===== src/rtl/seq_mult_pkg.sv =====
// Shared types for the 24x24 sequential multiplier: FSM states, partial-product
// steps, per-step shift table and zero-skip step selection helpers.
package seq_mult_pkg;

  typedef enum logic [1:0] {
    ST_IDLE,
    ST_MUL,
    ST_DONE
  } state_t;

  // Step index doubles as the bit position in the zero-skip need mask.
  typedef enum logic [1:0] {
    STEP_LL,
    STEP_LH,
    STEP_HL,
    STEP_HH
  } step_t;

  // Shift per step, in units of HALF_W.
  function automatic logic [1:0] step_shift_halves(input step_t s);
    case (s)
      STEP_LL: return 2'd0;
      STEP_LH: return 2'd1;
      STEP_HL: return 2'd1;
      default: return 2'd2;
    endcase
  endfunction

  // Bit set for each step whose partial product can be non-zero.
  function automatic logic [3:0] need_mask(input logic al_nz, input logic ah_nz,
                                           input logic bl_nz, input logic bh_nz);
    return {ah_nz & bh_nz, ah_nz & bl_nz, al_nz & bh_nz, al_nz & bl_nz};
  endfunction

  // Lowest needed step index >= from; 4 when none remain.
  function automatic logic [2:0] next_step(input logic [3:0] mask, input logic [2:0] from);
    logic [2:0] r;
    r = 3'd4;
    for (int i = 3; i >= 0; i--) begin
      if (mask[i] && (3'(i) >= from)) r = 3'(i);
    end
    return r;
  endfunction

endpackage


===== src/rtl/seq_mult_half_mul.sv =====
// Combinational HALF_W x HALF_W -> 2*HALF_W unsigned multiplier shared by all steps.
module seq_mult_half_mul #(
  parameter int unsigned HALF_W = 12
) (
  input  logic [HALF_W-1:0]   x,
  input  logic [HALF_W-1:0]   y,
  output logic [2*HALF_W-1:0] prod_c
);
  localparam int unsigned PW = 2 * HALF_W;

  assign prod_c = PW'(x) * PW'(y);
endmodule


===== src/rtl/seq_mult24_ctrl.sv =====
// Sequencer for DATA_W x DATA_W unsigned multiply via four half-width partial products.
// Optional build macro ZERO_SKIP_EN skips steps whose partial product is provably zero.
module seq_mult24_ctrl
  import seq_mult_pkg::*;
#(
  parameter int unsigned DATA_W = 24
) (
  input  logic                clk,
  input  logic                rst,
  input  logic                in_valid,
  output logic                in_ready,
  input  logic [DATA_W-1:0]   a,
  input  logic [DATA_W-1:0]   b,
  output logic                out_valid,
  input  logic                out_ready,
  output logic [2*DATA_W-1:0] p,
  output logic                busy
);
  localparam int unsigned HALF_W = DATA_W / 2;
  localparam int unsigned PROD_W = 2 * DATA_W;
  localparam int unsigned SH_W   = $clog2(PROD_W);

  state_t              state, state_nxt;
  step_t               step, step_nxt;
  logic [DATA_W-1:0]   op_a, op_b, op_a_nxt, op_b_nxt;
  logic [PROD_W-1:0]   acc, acc_nxt, acc_sum, p_nxt;
  logic [HALF_W-1:0]   mul_x, mul_y;
  logic [2*HALF_W-1:0] pp;
  logic [SH_W-1:0]     shamt;
  logic                last_step;
`ifdef ZERO_SKIP_EN
  logic [3:0]          need, need_nxt;
  logic [2:0]          skip_idx;
`endif

  // Half-select muxes feeding the single shared multiplier.
  always_comb begin
    mul_x = op_a[HALF_W-1:0];
    mul_y = op_b[HALF_W-1:0];
    case (step)
      STEP_LH: mul_y = op_b[DATA_W-1:HALF_W];
      STEP_HL: mul_x = op_a[DATA_W-1:HALF_W];
      STEP_HH: begin
        mul_x = op_a[DATA_W-1:HALF_W];
        mul_y = op_b[DATA_W-1:HALF_W];
      end
      default: ;
    endcase
  end

  seq_mult_half_mul #(.HALF_W(HALF_W)) u_half_mul (
    .x      (mul_x),
    .y      (mul_y),
    .prod_c (pp)
  );

  assign shamt   = SH_W'(HALF_W) * SH_W'(step_shift_halves(step));
  assign acc_sum = acc + (PROD_W'(pp) << shamt);

  // Next-state and datapath update.
  always_comb begin
    state_nxt = state;
    step_nxt  = step;
    op_a_nxt  = op_a;
    op_b_nxt  = op_b;
    acc_nxt   = acc;
    p_nxt     = p;
    last_step = 1'b0;
`ifdef ZERO_SKIP_EN
    need_nxt  = need;
    skip_idx  = 3'd4;
`endif
    case (state)
      ST_IDLE: begin
        if (in_valid) begin
          op_a_nxt = a;
          op_b_nxt = b;
          acc_nxt  = '0;
`ifdef ZERO_SKIP_EN
          need_nxt = need_mask(|a[HALF_W-1:0], |a[DATA_W-1:HALF_W],
                               |b[HALF_W-1:0], |b[DATA_W-1:HALF_W]);
          skip_idx = next_step(need_nxt, 3'd0);
          if (skip_idx[2]) begin
            state_nxt = ST_DONE;
            step_nxt  = STEP_LL;
            p_nxt     = '0;
          end else begin
            state_nxt = ST_MUL;
            step_nxt  = step_t'(skip_idx[1:0]);
          end
`else
          state_nxt = ST_MUL;
          step_nxt  = STEP_LL;
`endif
        end
      end
      ST_MUL: begin
        acc_nxt = acc_sum;
`ifdef ZERO_SKIP_EN
        skip_idx  = next_step(need, 3'(step) + 3'd1);
        last_step = skip_idx[2];
        if (!last_step) step_nxt = step_t'(skip_idx[1:0]);
`else
        last_step = (step == STEP_HH);
        if (!last_step) step_nxt = step_t'(step + 2'd1);
`endif
        if (last_step) begin
          state_nxt = ST_DONE;
          p_nxt     = acc_sum;
        end
      end
      ST_DONE: begin
        if (out_ready) state_nxt = ST_IDLE;
      end
      default: state_nxt = ST_IDLE;
    endcase
  end

  // State, datapath and registered handshake outputs.
  always_ff @(posedge clk or posedge rst) begin
    if (rst) begin
      state     <= ST_IDLE;
      step      <= STEP_LL;
      op_a      <= '0;
      op_b      <= '0;
      acc       <= '0;
      p         <= '0;
      in_ready  <= 1'b1;
      out_valid <= 1'b0;
      busy      <= 1'b0;
`ifdef ZERO_SKIP_EN
      need      <= '0;
`endif
    end else begin
      state     <= state_nxt;
      step      <= step_nxt;
      op_a      <= op_a_nxt;
      op_b      <= op_b_nxt;
      acc       <= acc_nxt;
      p         <= p_nxt;
      in_ready  <= (state_nxt == ST_IDLE);
      out_valid <= (state_nxt == ST_DONE);
      busy      <= (state_nxt != ST_IDLE);
`ifdef ZERO_SKIP_EN
      need      <= need_nxt;
`endif
    end
  end

endmodule

===== config.mk =====
export PLATFORM = sky130hd
export DESIGN_NAME = seq_mult24_ctrl
export DESIGN_NICKNAME = d
export VERILOG_FILES = /design/src/rtl/seq_mult_pkg.sv /design/src/rtl/seq_mult_half_mul.sv /design/src/rtl/seq_mult24_ctrl.sv
export SDC_FILE = /design/constraint.sdc
export NUM_CORES = 1
export LEC_CHECK = 0
export ABC_AREA = 1
export CORE_UTILIZATION = 30
export CTS_CLUSTER_SIZE = 40
export DETAILED_ROUTE_END_ITERATION = 12
export PLACE_DENSITY_LB_ADDON = 0.12
export SYNTH_ARGS = -nofsm -noshare
export SYNTH_HDL_FRONTEND = slang
export SYNTH_SLANG_ARGS = --single-unit
export TNS_END_PERCENT = 30

===== constraint.sdc =====
create_clock -name clk -period 9.7 [get_ports clk]
set_input_delay 0.97 -clock clk [delete_from_list [all_inputs] [get_ports clk]]
set_output_delay 0.97 -clock clk [all_outputs]
set_load 0.02 [all_outputs]

==> run summary, run 1 <==
average size of a mapped cell: 7.03 µm²
# Post-CTS Setup Buffers: 0
total grt overflow: 0
Data arrival, critical path: 9450 ps
Slew HR: 32.2%
Max Cap Viol: 0
Layout area overhead: 16.5%
die area: 0.0509 mm²
Clock Skews: 16.2 ps
Final period util: 93.9%
# fillers: 5,321
vias: 14,200
Seq cells post-synth: 151
largest net degree at the start of global routing: 91
post-cts sizing count: 0
vias in the first global route: 14,600
Setup WS pre-CTS: 694 ps
Ys Warns: 0
peak fanout along the critical path: 24
cell area after synthesis: 0.0150 mm²
CP max-delay cell: o21ai_0
outcome: finished, final reports clean
Most Frequent Cell on Critical Path: inv_1
gpl congestion: 0.949
EDFF count, synth: 0
nets@finish: 2,494
Setup WS post-layout: 594 ps
vias per inst: 4.89
Final Hold Vio Count: 0
most frequent cells in the layout: nand2_1 (667), inv_1 (302), nor2_1 (189)
initial antenna violation count: 2
DP HPWL: 44.5 mm
ys async rst share: 100%
Slew Viols, Final: 0
chip height: 226 µm
top_reg_cell synth: dfrtp_1
CTS Buffer Depth: 2
clk_lat worst skew: 460 ps
Hold Buf Count CTS: 0
Tmin final: 9110 ps
Num CTS Buffers: 17
commonest non-fill, non-tap cell in the layout: nand2_1
share of cells above drive strength 1: 5.22%
CORE AREA: 0.0492 mm²
Die W: 226 µm
final setup fails: 0
Crit Path Class: flop to flop
DRC Markers: 0
Mapped Nets: 2,398
worst hold path type: flop to flop
drt pass-1 iters: 5
Iter 0 DRT Violations: 1,041
first-pass GRT wire length: 85.8 mm
GRT Util Overall: 22.5%
standard-cell rows: 81
slowest stage delay, CP: 800 ps
Top-Level Pins: 103
CP endpoint kind: flop
remaining antenna violation count: 0
FMAX: 110 MHz
DR WL/cell: 18.8 µm
clock slew at the register clock pins of the worst setup and hold paths: 70 ps
starting density of the core: 30.5%
TritonCTS Sinks: 151
Distinct cells, synth: 47
clock root cell: clkbuf_16
worst slew pin tran: 1010 ps
WL final: 54.7 mm
CP Launch Type: flop
diode count: 0
cell count after synthesis: 2,132
setup tns final: 0 ps
IO Port Bufs: 102
RSZ-0062 raised after global routing: false
H-tree depth: 4
Seq/Total Area, Yosys: 25.2%
required time of the critical path: 10,040 ps
CTS tree: built
## worst max-delay path: cells and delay by family (launching register included)
kind | cells | cell delay [ps]
fa+ha+maj | 8 | 3360
compound gates | 8 | 2640
simple gates | 14 | 1560
buf+inv | 7 | 1000
flops | 1 | 420
## final timing paths
check | start | end | slack [ps] | cells after the start
setup / recovery | step[0] | p[43] | 590 | 37
hold / removal | p[0] | p[0] | 470 | 2
setup reg to reg | step[0] | p[43] | 590 | 37
hold reg to reg | p[0] | p[0] | 470 | 2
max in group asynchronous | rst | p[35] | 7220 | 3
min in group asynchronous | rst | busy | 1070 | 2
## flip-flops by register name (all words and copies together) (netlist names)
name,flops
in_ready,1
state,2
step,2
out_valid,1
busy,1
op_a,24
acc,48
p,48
op_b,24
## stage by stage
| stage | cells | hold slack (ps) | area [µm²] | utilization (%) |
|---|---|---|---|---|
| floorplan | 2132 | 444 | 15000 | - |
| global placement | 2873 | 460 | 16900 | 34.3 |
| detailed placement | 2873 | 464 | 16900 | 34.3 |
| CTS | 2905 | 479 | 17500 | 35.5 |
| global route | 2905 | 489 | 17500 | 35.5 |
| finish | 2905 | 475 | 17500 | 35.5 |
## logic make-up (layout without fill, tap and decap cells)
group | Yosys count | in the layout | synth area share, %
and+or+nand+nor | 1082 | 1082 | 29.9
AOI/OAI and AO/OA | 292 | 292 | 11.1
xor gates and xnor gates | 27 | 27 | 1.63
DFF | 151 | 151 | 25.2
buffers and inverters | 366 | 475 | 9.30
adders and majority gates | 214 | 214 | 22.9
## cell type report
type	count	area, µm²	area share (%)
tap	664	831	4.76
timing repair buffer	134	1260	7.22
multi-input combinational	1615	9830	56.3
sequential	151	3780	21.6
clock inverter	12	139	0.795
clock buffer	20	457	2.62
inverter	309	1160	6.67
## synth_stat cells (9+ instances only)
library cell,number,share of area (%)
nand2_1,667,17
clkbuf_1,36,0.90
nand3_1,149,5.0
nand3b_1,12,0.60
o21ai_0,126,4.2
a21oi_1,75,2.5
dfrtp_1,150,25
fa_1,101,13
nand4_1,16,0.67
nor2_1,190,4.8
xnor2_1,10,0.58
xor2_1,16,0.93
inv_1,305,7.6
buf_2,16,0.53
ha_1,113,9.4
o21ai_1,23,0.77
o21bai_1,9,0.45
or2_2,10,0.42
## routing by layer
layer / routed length (µm) / global-route usage [%] / vias up
met3: 2330 / 3.17 / 62
li1: - / - / 6950
met4: 1540 / 7.53 / 2
met1: 26000 / 31.2 / 6895
met5: 13 / 0 / -
met2: 24800 / 35.8 / 302
Power of run 1 is left out: the tool's default activity adds up to more than one toggle a clock period on the data nets, which glitch-free logic cannot reach.
==> run 2, diff against run 1 <==
Settings changed: CAP_MARGIN set to 20, CORE_MARGIN set to 5.
==> run summary, run 2 (synthesized netlist as in run 1, its figures left out) <==
remaining antenna violation count: 0 (unchanged)
Crit Path Class: flop to flop
vias per inst: 4.88 (-0.34%)
vias: 14,200 (-0.17%)
final setup fails: 0 (unchanged)
# Post-CTS Setup Buffers: 0 (unchanged)
DP Cell Count: 2,878 (+0.17%)
Slew Viols, Final: 0 (unchanged)
first-pass GRT wire length: 85.7 mm (-0.14%)
DP HPWL: 45.2 mm (+1.4%)
peak fanout along the critical path: 24 (unchanged)
CP max-delay cell: o21ai_1
gpl congestion: 0.998 (+5.1%)
clock root cell: clkbuf_16
nets@finish: 2,491 (-0.12%)
met3 usage: 2.81% (-0.36 points)
WL final: 54.8 mm (+0.13%)
diode count: 0 (unchanged)
commonest non-fill, non-tap cell in the layout: nand2_1
die area: 0.0545 mm² (+7.2%)
Layout Cells excl Fill: 2,910 (+0.17%)
outcome: finished, final reports clean
required time of the critical path: 10,060 ps (+20 ps)
Top-Level Pins: 103 (unchanged)
worst slew pin tran: 930 ps (-76.2 ps)
Data arrival, critical path: 9210 ps (-240 ps)
drt pass-1 iters: 6 (+1)
Most Frequent Cell on Critical Path: nand2_1
CP Launch Type: flop
TritonCTS Sinks: 151 (unchanged)
met1 Use GR: 28.5% (-2.7 points)
Clock Skews: 17.7 ps (+1.50 ps)
slowest stage delay, CP: 750 ps (-50 ps)
CTS Buffer Depth: 2 (unchanged)
RSZ-0062 raised after global routing: false
Cell Area, Placed: 0.0169 mm² (about the same)
chip height: 234 µm (+3.5%)
Max Cap Viol: 0 (unchanged)
IO Port Bufs: 102 (unchanged)
CP endpoint kind: flop
busiest grt layer: met2
Layout area overhead: 16.1%
most frequent cells in the layout: nand2_1 (667), inv_1 (302), nor2_1 (189)
total grt overflow: 0 (unchanged)
Final Cell Area: 0.0174 mm² (-0.34%)
Final period util: 91.3% (-2.6 points)
DRC Markers: 0 (unchanged)
grt met2 use: 34.2% (-1.6 points)
setup tns final: 0 ps (unchanged)
Num CTS Buffers: 17 (unchanged)
Slew HR: 37.6% (+5.4 points)
clk_lat worst skew: 480 ps (+20 ps)
Top Registers: acc x48, p x48
initial antenna violation count: 0 (-2)
standard-cell rows: 82 (+1.2%)
H-tree depth: 4 (unchanged)
share of cells above drive strength 1: 5.00% (-0.22 points)
Tmin final: 8850 ps (-254 ps)
CORE AREA: 0.0498 mm² (+1.2%)
Final Hold Vio Count: 0 (unchanged)
worst hold path type: flop to flop
starting density of the core: 30.1% (-0.37 points)
Die W: 234 µm (+3.5%)
fin util: 35.0% (-0.55 points)
Iter 0 DRT Violations: 990 (-4.9%)
# fillers: 5,441 (+2.3%)
DR WL/cell: 18.8 µm (about the same)
largest net degree at the start of global routing: 98 (+7.7%)
CTS tree: built
clock slew at the register clock pins of the worst setup and hold paths: 70 ps (about the same)
GRT Util Overall: 20.6% (-1.9 points)
vias in the first global route: 14,500 (-0.11%)
FMAX: 113 MHz (+2.9%)
[run 2: cell types whose count changed in the layout (fill, tap and decap cells not counted), moves of 2 or more]
cell / change
clkinv_2: +3
clkinvlp_4: -2
inv_8: -2
inv_6: +4
clkbuf_8: -2
buf_4: -4
o21ai_1: +2
[run 2: repair_timing]
action | CTS | global route
gates resized for setup | 0 | 1
hold buffers | 0 | 0
endpoints found under the setup margin | 0 | 16
[run 2: final cells by class]
class / instances / area, µm² / area share [%]
repair buffers: 131 / 1250 / 7.16
well taps: 672 / 841 / 4.83
multi-input cells: 1615 / 9830 / 56.5
clock inverters: 13 / 113 / 0.647
flip-flops and latches: 151 / 3780 / 21.7
inverters: 309 / 1160 / 6.69
clock buffers: 19 / 433 / 2.49
[run 2: routing by layer]
layer | part of all wire [%] | vias to the layer above
li1 | - | 6946
met4 | 2.1 | 0
met3 | 3.4 | 57
met2 | 47 | 289
met1 | 47 | 6895
met5 | 0 | -
[run 2: final timing paths]
path                       startpoint  endpoint  slack (ps)  cells past startpoint
max                           step[0]     p[44]         850                     36
min                              p[1]      p[1]         470                      2
max reg2reg                   step[0]     p[44]         850                     36
min reg2reg                      p[1]      p[1]         470                      2
max in group asynchronous         rst   acc[41]        7290                      3
min in group asynchronous         rst      busy        1070                      2
[run 2: metrics by stage]
step           setup WS [ps]  hold WS [ps]
5_1_grt                  236           506
2_1_floorplan           2380           444
6_report                 848           474
4_1_cts                  577           480
3_5_place_dp             634           462
3_3_place_gp             576           458
[run 2: critical path: cells and delay by family, from the launching register on]
kind	cells	cell delay (ps)
and+or+nand+nor	19	3080
buffers and inverters	6	710
AOI/OAI and AO/OA	2	850
xor gates and xnor gates	1	280
adders and majority gates	8	3330
DFF	1	430
Power of run 2 is left out for the same reason.
==> run 3, diff against run 2 <==
Settings changed: HOLD_SLACK_MARGIN set to 0.15.
==> results of run 3 <==
The final DEF is identical to that of run 2; final timing and power are the same.
Power of run 3 is left out for the same reason.
